$ cat config.mk
export PLATFORM = sky130hd
export DESIGN_NAME = usb_tx_arbiter
export DESIGN_NICKNAME = d
export VERILOG_FILES = /design/src/rtl/usb_tx_arbiter.sv
export SDC_FILE = /design/constraint.sdc
export NUM_CORES = 1
export LEC_CHECK = 0
export CAP_MARGIN = 30
export CORE_ASPECT_RATIO = 1.5
export CORE_UTILIZATION = 56
export DETAILED_ROUTE_END_ITERATION = 12
export GPL_TIMING_DRIVEN = 0
export PLACE_DENSITY = 0.83
export SKIP_CTS_REPAIR_TIMING = 1
export SLEW_MARGIN = 0
export SYNTH_ARGS = -nofsm -noshare
export SYNTH_HDL_FRONTEND = slang
export SYNTH_SLANG_ARGS = --single-unit
export TNS_END_PERCENT = 20
$ cat constraint.sdc
create_clock -name clk -period 3.6 [get_ports clk]
set_input_delay 0.72 -clock clk [delete_from_list [all_inputs] [get_ports clk]]
set_output_delay 0.72 -clock clk [all_outputs]
set_load 0.05 [all_outputs]
$ cat src/rtl/usb_tx_arbiter.sv
// rtl/usb_tx_arbiter.sv - two-requester SIE transmit arbiter with alternating grant and watchdog
module usb_tx_arbiter #(
    parameter int TIMEOUT_CYCLES = 1024,
    parameter int CNT_W          = 11
) (
    input  logic       clk,
    input  logic       rst_n,
    input  logic       arbEn,
    input  logic       hcTxWEn,
    input  logic [3:0] hcTxPID,
    output logic       hcTxRdy,
    input  logic       scTxWEn,
    input  logic [3:0] scTxPID,
    output logic       scTxRdy,
    output logic       sieTxWEn,
    output logic [3:0] sieTxPID,
    input  logic       sieTxRdy,
    output logic [1:0] grant,
    output logic       timeoutErr,
    output logic [1:0] reqOverrun
);
    localparam logic [1:0] S_IDLE  = 2'd0;
    localparam logic [1:0] S_ISSUE = 2'd1;
    localparam logic [1:0] S_WAIT  = 2'd2;

    logic [1:0]       state_q, state_d;
    logic [CNT_W-1:0] cnt_q, cnt_d;
    logic [1:0]       pend_q, pend_d;
    logic [3:0]       hc_pid_q, hc_pid_d;
    logic [3:0]       sc_pid_q, sc_pid_d;
    logic             last_q, last_d;     // 1 = SC owned the previous grant
    logic             owner_q, owner_d;   // 0 = HC, 1 = SC
    logic             hc_rdy_q, hc_rdy_d;
    logic             sc_rdy_q, sc_rdy_d;
    logic             wen_q, wen_d;
    logic [3:0]       pid_out_q, pid_out_d;
    logic [1:0]       grant_q, grant_d;
    logic             tmo_q, tmo_d;
    logic [1:0]       ovr_q, ovr_d;

    logic             release_c;
    logic             sel_c;
    logic [1:0]       pend_rel_c;

    always_comb begin
        state_d   = state_q;
        cnt_d     = cnt_q;
        last_d    = last_q;
        owner_d   = owner_q;
        pid_out_d = pid_out_q;
        grant_d   = grant_q;
        wen_d     = 1'b0;
        tmo_d     = 1'b0;
        release_c = 1'b0;
        sel_c     = 1'b0;

        case (state_q)
            S_IDLE: begin
                if (arbEn && sieTxRdy && (pend_q != 2'b00)) begin
                    // On contention the requester that did not own the last grant wins.
                    sel_c     = (pend_q == 2'b11) ? ~last_q : pend_q[1];
                    owner_d   = sel_c;
                    last_d    = sel_c;
                    state_d   = S_ISSUE;
                    wen_d     = 1'b1;
                    pid_out_d = sel_c ? sc_pid_q : hc_pid_q;
                    grant_d   = sel_c ? 2'b10 : 2'b01;
                    cnt_d     = '0;
                end
            end
            S_ISSUE: state_d = S_WAIT;
            S_WAIT: begin
                cnt_d = cnt_q + 1'b1;
                if (sieTxRdy) begin
                    release_c = 1'b1;
                end else if (cnt_q == CNT_W'(TIMEOUT_CYCLES - 1)) begin
                    release_c = 1'b1;
                    tmo_d     = 1'b1;
                end
                if (release_c) begin
                    state_d = S_IDLE;
                    grant_d = 2'b00;
                end
            end
            default: state_d = S_IDLE;
        endcase

        // A release frees the owner's slot in time for a WEn arriving in the same cycle.
        pend_rel_c = pend_q & ~(release_c ? (owner_q ? 2'b10 : 2'b01) : 2'b00);
        pend_d     = pend_rel_c;
        hc_pid_d   = hc_pid_q;
        sc_pid_d   = sc_pid_q;
        ovr_d      = 2'b00;

        if (hcTxWEn) begin
            if (pend_rel_c[0]) begin
                ovr_d[0] = 1'b1;
            end else begin
                pend_d[0] = 1'b1;
                hc_pid_d  = hcTxPID;
            end
        end
        if (scTxWEn) begin
            if (pend_rel_c[1]) begin
                ovr_d[1] = 1'b1;
            end else begin
                pend_d[1] = 1'b1;
                sc_pid_d  = scTxPID;
            end
        end

        hc_rdy_d = ~pend_d[0];
        sc_rdy_d = ~pend_d[1];
    end

    always_ff @(posedge clk or negedge rst_n) begin
        if (!rst_n) begin
            state_q   <= S_IDLE;
            cnt_q     <= '0;
            pend_q    <= 2'b00;
            hc_pid_q  <= 4'h0;
            sc_pid_q  <= 4'h0;
            last_q    <= 1'b1;
            owner_q   <= 1'b0;
            hc_rdy_q  <= 1'b1;
            sc_rdy_q  <= 1'b1;
            wen_q     <= 1'b0;
            pid_out_q <= 4'h0;
            grant_q   <= 2'b00;
            tmo_q     <= 1'b0;
            ovr_q     <= 2'b00;
        end else begin
            state_q   <= state_d;
            cnt_q     <= cnt_d;
            pend_q    <= pend_d;
            hc_pid_q  <= hc_pid_d;
            sc_pid_q  <= sc_pid_d;
            last_q    <= last_d;
            owner_q   <= owner_d;
            hc_rdy_q  <= hc_rdy_d;
            sc_rdy_q  <= sc_rdy_d;
            wen_q     <= wen_d;
            pid_out_q <= pid_out_d;
            grant_q   <= grant_d;
            tmo_q     <= tmo_d;
            ovr_q     <= ovr_d;
        end
    end

    assign hcTxRdy    = hc_rdy_q;
    assign scTxRdy    = sc_rdy_q;
    assign sieTxWEn   = wen_q;
    assign sieTxPID   = pid_out_q;
    assign grant      = grant_q;
    assign timeoutErr = tmo_q;
    assign reqOverrun = ovr_q;
endmodule

==> flow_summary.json <==
{
  "layout.area.seq_sq_um": 930,
  "criticalPathCategory": "register to output pin",
  "viasPerCell": 5.62,
  "num_rows": 23,
  "gp_congestion": 0.848,
  "cts_root_buffer": "clkbuf_8",
  "h-tree-depth": 2,
  "cp_num_cells": 1,
  "antenna_found_initial": 0,
  "p_leak_nw": 0.956,
  "path_buf_inv": 1,
  "drc": 0,
  "vias": 1231,
  "cts_tree": "built",
  "cp_cell_sequence": "clkdlybuf4s50_1",
  "clockBufferDepth": 2,
  "drt-initial-drc-count": 40,
  "mostFrequentLayoutCell": "dfrtp_1",
  "die_width_um": 46.2,
  "syn_area_per_cell_sq_um": 11.0,
  "max-cap-violations": 0,
  "crit_fanout": 1,
  "clk_pin_slew_ns": 0.07,
  "synthCells": 149,
  "hpwl_um": 2400,
  "max_slew_margin_pct": 46.3,
  "start_util_pct": 60.1,
  "dieArea_sq_mm": 0.00316,
  "netlist.area_leader.share_pct": 51.8,
  "rrSetupSlack_ns": 1.45,
  "p_per_area_mw_per_mm2": 700,
  "grt_pass1_vias": 1310,
  "status": "complete, no violations",
  "critPathSlowestCell": "clkdlybuf4s50_1",
  "synth_top_area_cell": "dfrtp_1",
  "crit_path_start_kind": "register",
  "core_area_sq_mm": 0.00273,
  "place_ws_ns": 1.09,
  "min_path_cells": 2,
  "setup_slack_ns": 1.28,
  "hold_violations": 0,
  "drive_above_1_share_pct": 13.7,
  "yosysUniqueCellTypes": 38,
  "multi_input_area_sq_um": 688,
  "routed_wl_um": 3400,
  "synth_warnings": 0,
  "layout_common_cells": "dfrtp_1 (34), nand2_1 (27), clkdlybuf4s50_1 (24)",
  "syn-cell-area_sq_mm": 0.00164,
  "ys_ff_latch": 37,
  "worst_path_largest_cell_delay_ns": 0.79,
  "numPortBuffers": 25,
  "fmax_mhz": 431,
  "r2r_end": "hc_pid_q[2]$_DFFE_PN0P_",
  "grt_remaining_overflow": 0,
  "ios": 26,
  "grtUsageTotal_pct": 25.9,
  "tightest_slew_ns": 0.806,
  "drt_pass1_iterations": 4,
  "final-setup-viol-count": 0,
  "fin_setup_tns_ns": 0,
  "antenna_cells": 0,
  "wl_per_cell_um": 15.5,
  "worst_hold_startpoint": "last_q$_DFFE_PN1P_",
  "synth_nets": 164,
  "area_delta_synth_final_pct": 24.8,
  "cts_num_sinks": 37,
  "rsz0062_at_grt": "no",
  "finClkSkew_ns": 0.00876,
  "reg2reg_depth": 5,
  "grt_max_degree": 38,
  "path_delay_family": "buffers and inverters",
  "end_kind": "output pin",
  "slew_viol_final": 0,
  "yosysSeqAreaShare_pct": 56.5,
  "synthTopCellsByArea": "dfrtp_1 (52%), nand2_1 (6.2%), mux2i_1 (4.9%)",
  "arrival_ns": 1.60,
  "period_minus_slack_ns": 2.32,
  "nFillCells": 192,
  "clk-insertion-delay-late_ns": 0.29,
  "grt_pass1_wl_um": 5690,
  "crit_required_ns": 2.88,
  "period_share_pct": 64.5,
  "ant_nets": 0,
  "die_height_um": 68.4,
  "worstReg2RegStart": "cnt_q[0]$_DFFE_PN0P_",
  "total_power_mw": 1.44,
  "hold_end": "last_q$_DFFE_PN1P_",
  "cts_buffers": 5,
  "ir_drop_v": 0.000525,
  "hold_path_class": "register to register",
  "fin_nets": 196
}
## sequential cells by signal, indices dropped and copies added (netlist names)
| register | count |
|---|---|
| state_q | 2 |
| scTxRdy | 1 |
| owner_q | 1 |
| cnt_q | 11 |
| pend_q | 2 |
| grant | 2 |
| hc_pid_q | 4 |
| sieTxWEn | 1 |
| sieTxPID | 4 |
| hcTxRdy | 1 |
| sc_pid_q | 4 |
| last_q | 1 |
| timeoutErr | 1 |
| reqOverrun | 2 |
## cells in the mapped netlist (all sizes together)
library cell / number
or2: 1
nand3: 4
o21ba: 1
mux2i: 8
or4: 2
a211o: 1
nand2b: 2
dfstp: 3
a22oi: 1
nor4bb: 1
inv: 4
nand4b: 1
or3: 1
nor2: 8
nand2: 27
a21oi: 8
nand3b: 2
nor3: 3
dfrtp: 34
o31a: 1
clkbuf: 3
nor4: 1
a21o: 1
mux2: 8
o22ai: 1
nand4: 2
ha: 1
a31o: 1
nor2b: 1
and2: 1
xnor2: 1
a21boi: 1
o21ai: 12
a31oi: 2
## worst reg2reg max path: stages (launching register included)
cell      delay (ns)
dfrtp_1         0.43
ha_1            0.30
nand3b_4        0.15
or4_4           0.55
a31o_4          0.30
mux2_4          0.30
## layer usage
| metal | vias to the layer above | share of wire [%] | global-route usage (%) |
|---|---|---|---|
| met5 | - | 0 | 0 |
| met4 | 0 | 1.9 | 12.1 |
| met3 | 7 | 3.1 | 6.60 |
| met2 | 27 | 56 | 44.9 |
| met1 | 612 | 39 | 28.5 |
| li1 | 585 | - | - |
## per-stage QoR
stage,hold WS [ns],util (%),cell area [sq um],cells
floorplan,0.424,-,1640,149
global placement,0.456,71.0,1940,211
detailed placement,0.459,70.8,1940,211
CTS,0.471,75.1,2050,219
global route,0.499,75.1,2050,219
finish,0.472,75.1,2050,219
## where the power goes
group	switching (mW)	leakage [nW]	internal (mW)
registers	0.0825	0.461	0.531
clock network	0.143	0.0585	0.226
logic	0.265	0.436	0.189
total	0.491	0.956	0.946
## cells by family (layout without fill, tap and decap cells)
family,count (synthesis),in the layout,synth area share [%]
buf+inv,7,40,1.60
flops,37,37,56.5
simple gates,57,57,18.0
compound gates,30,30,11.3
xor+xnor,1,1,0.533
mux,16,16,11.3
fa+ha+maj,1,1,0.761
## worst max path at each step
stage	start	to	slack (ns)
after floorplan	cnt_q[0]$_DFFE_PN0P_	hc_pid_q[0]$_DFFE_PN0P_	1.64
after global placement	rst_n	hc_pid_q[0]$_DFFE_PN0P_	1.06
after CTS	hcTxRdy$_DFF_PN1_	hcTxRdy	1.26
after global routing	sieTxRdy	cnt_q[7]$_DFFE_PN0P_	1.22
after detailed placement	sieTxRdy	cnt_q[7]$_DFFE_PN0P_	1.09
final	hcTxRdy$_DFF_PN1_	hcTxRdy	1.28
## cell type report
cell class | instances | area share [%]
plain buffers | 3 | 0.549
clock buffers | 7 | 4.21
clock inverters | 1 | 1.46
inverters | 4 | 0.732
multi-input cells | 105 | 33.5
flip-flops and latches | 37 | 45.3
well taps | 37 | 2.26
repair buffers | 25 | 12.0
(Power assumes the default switching activity.)
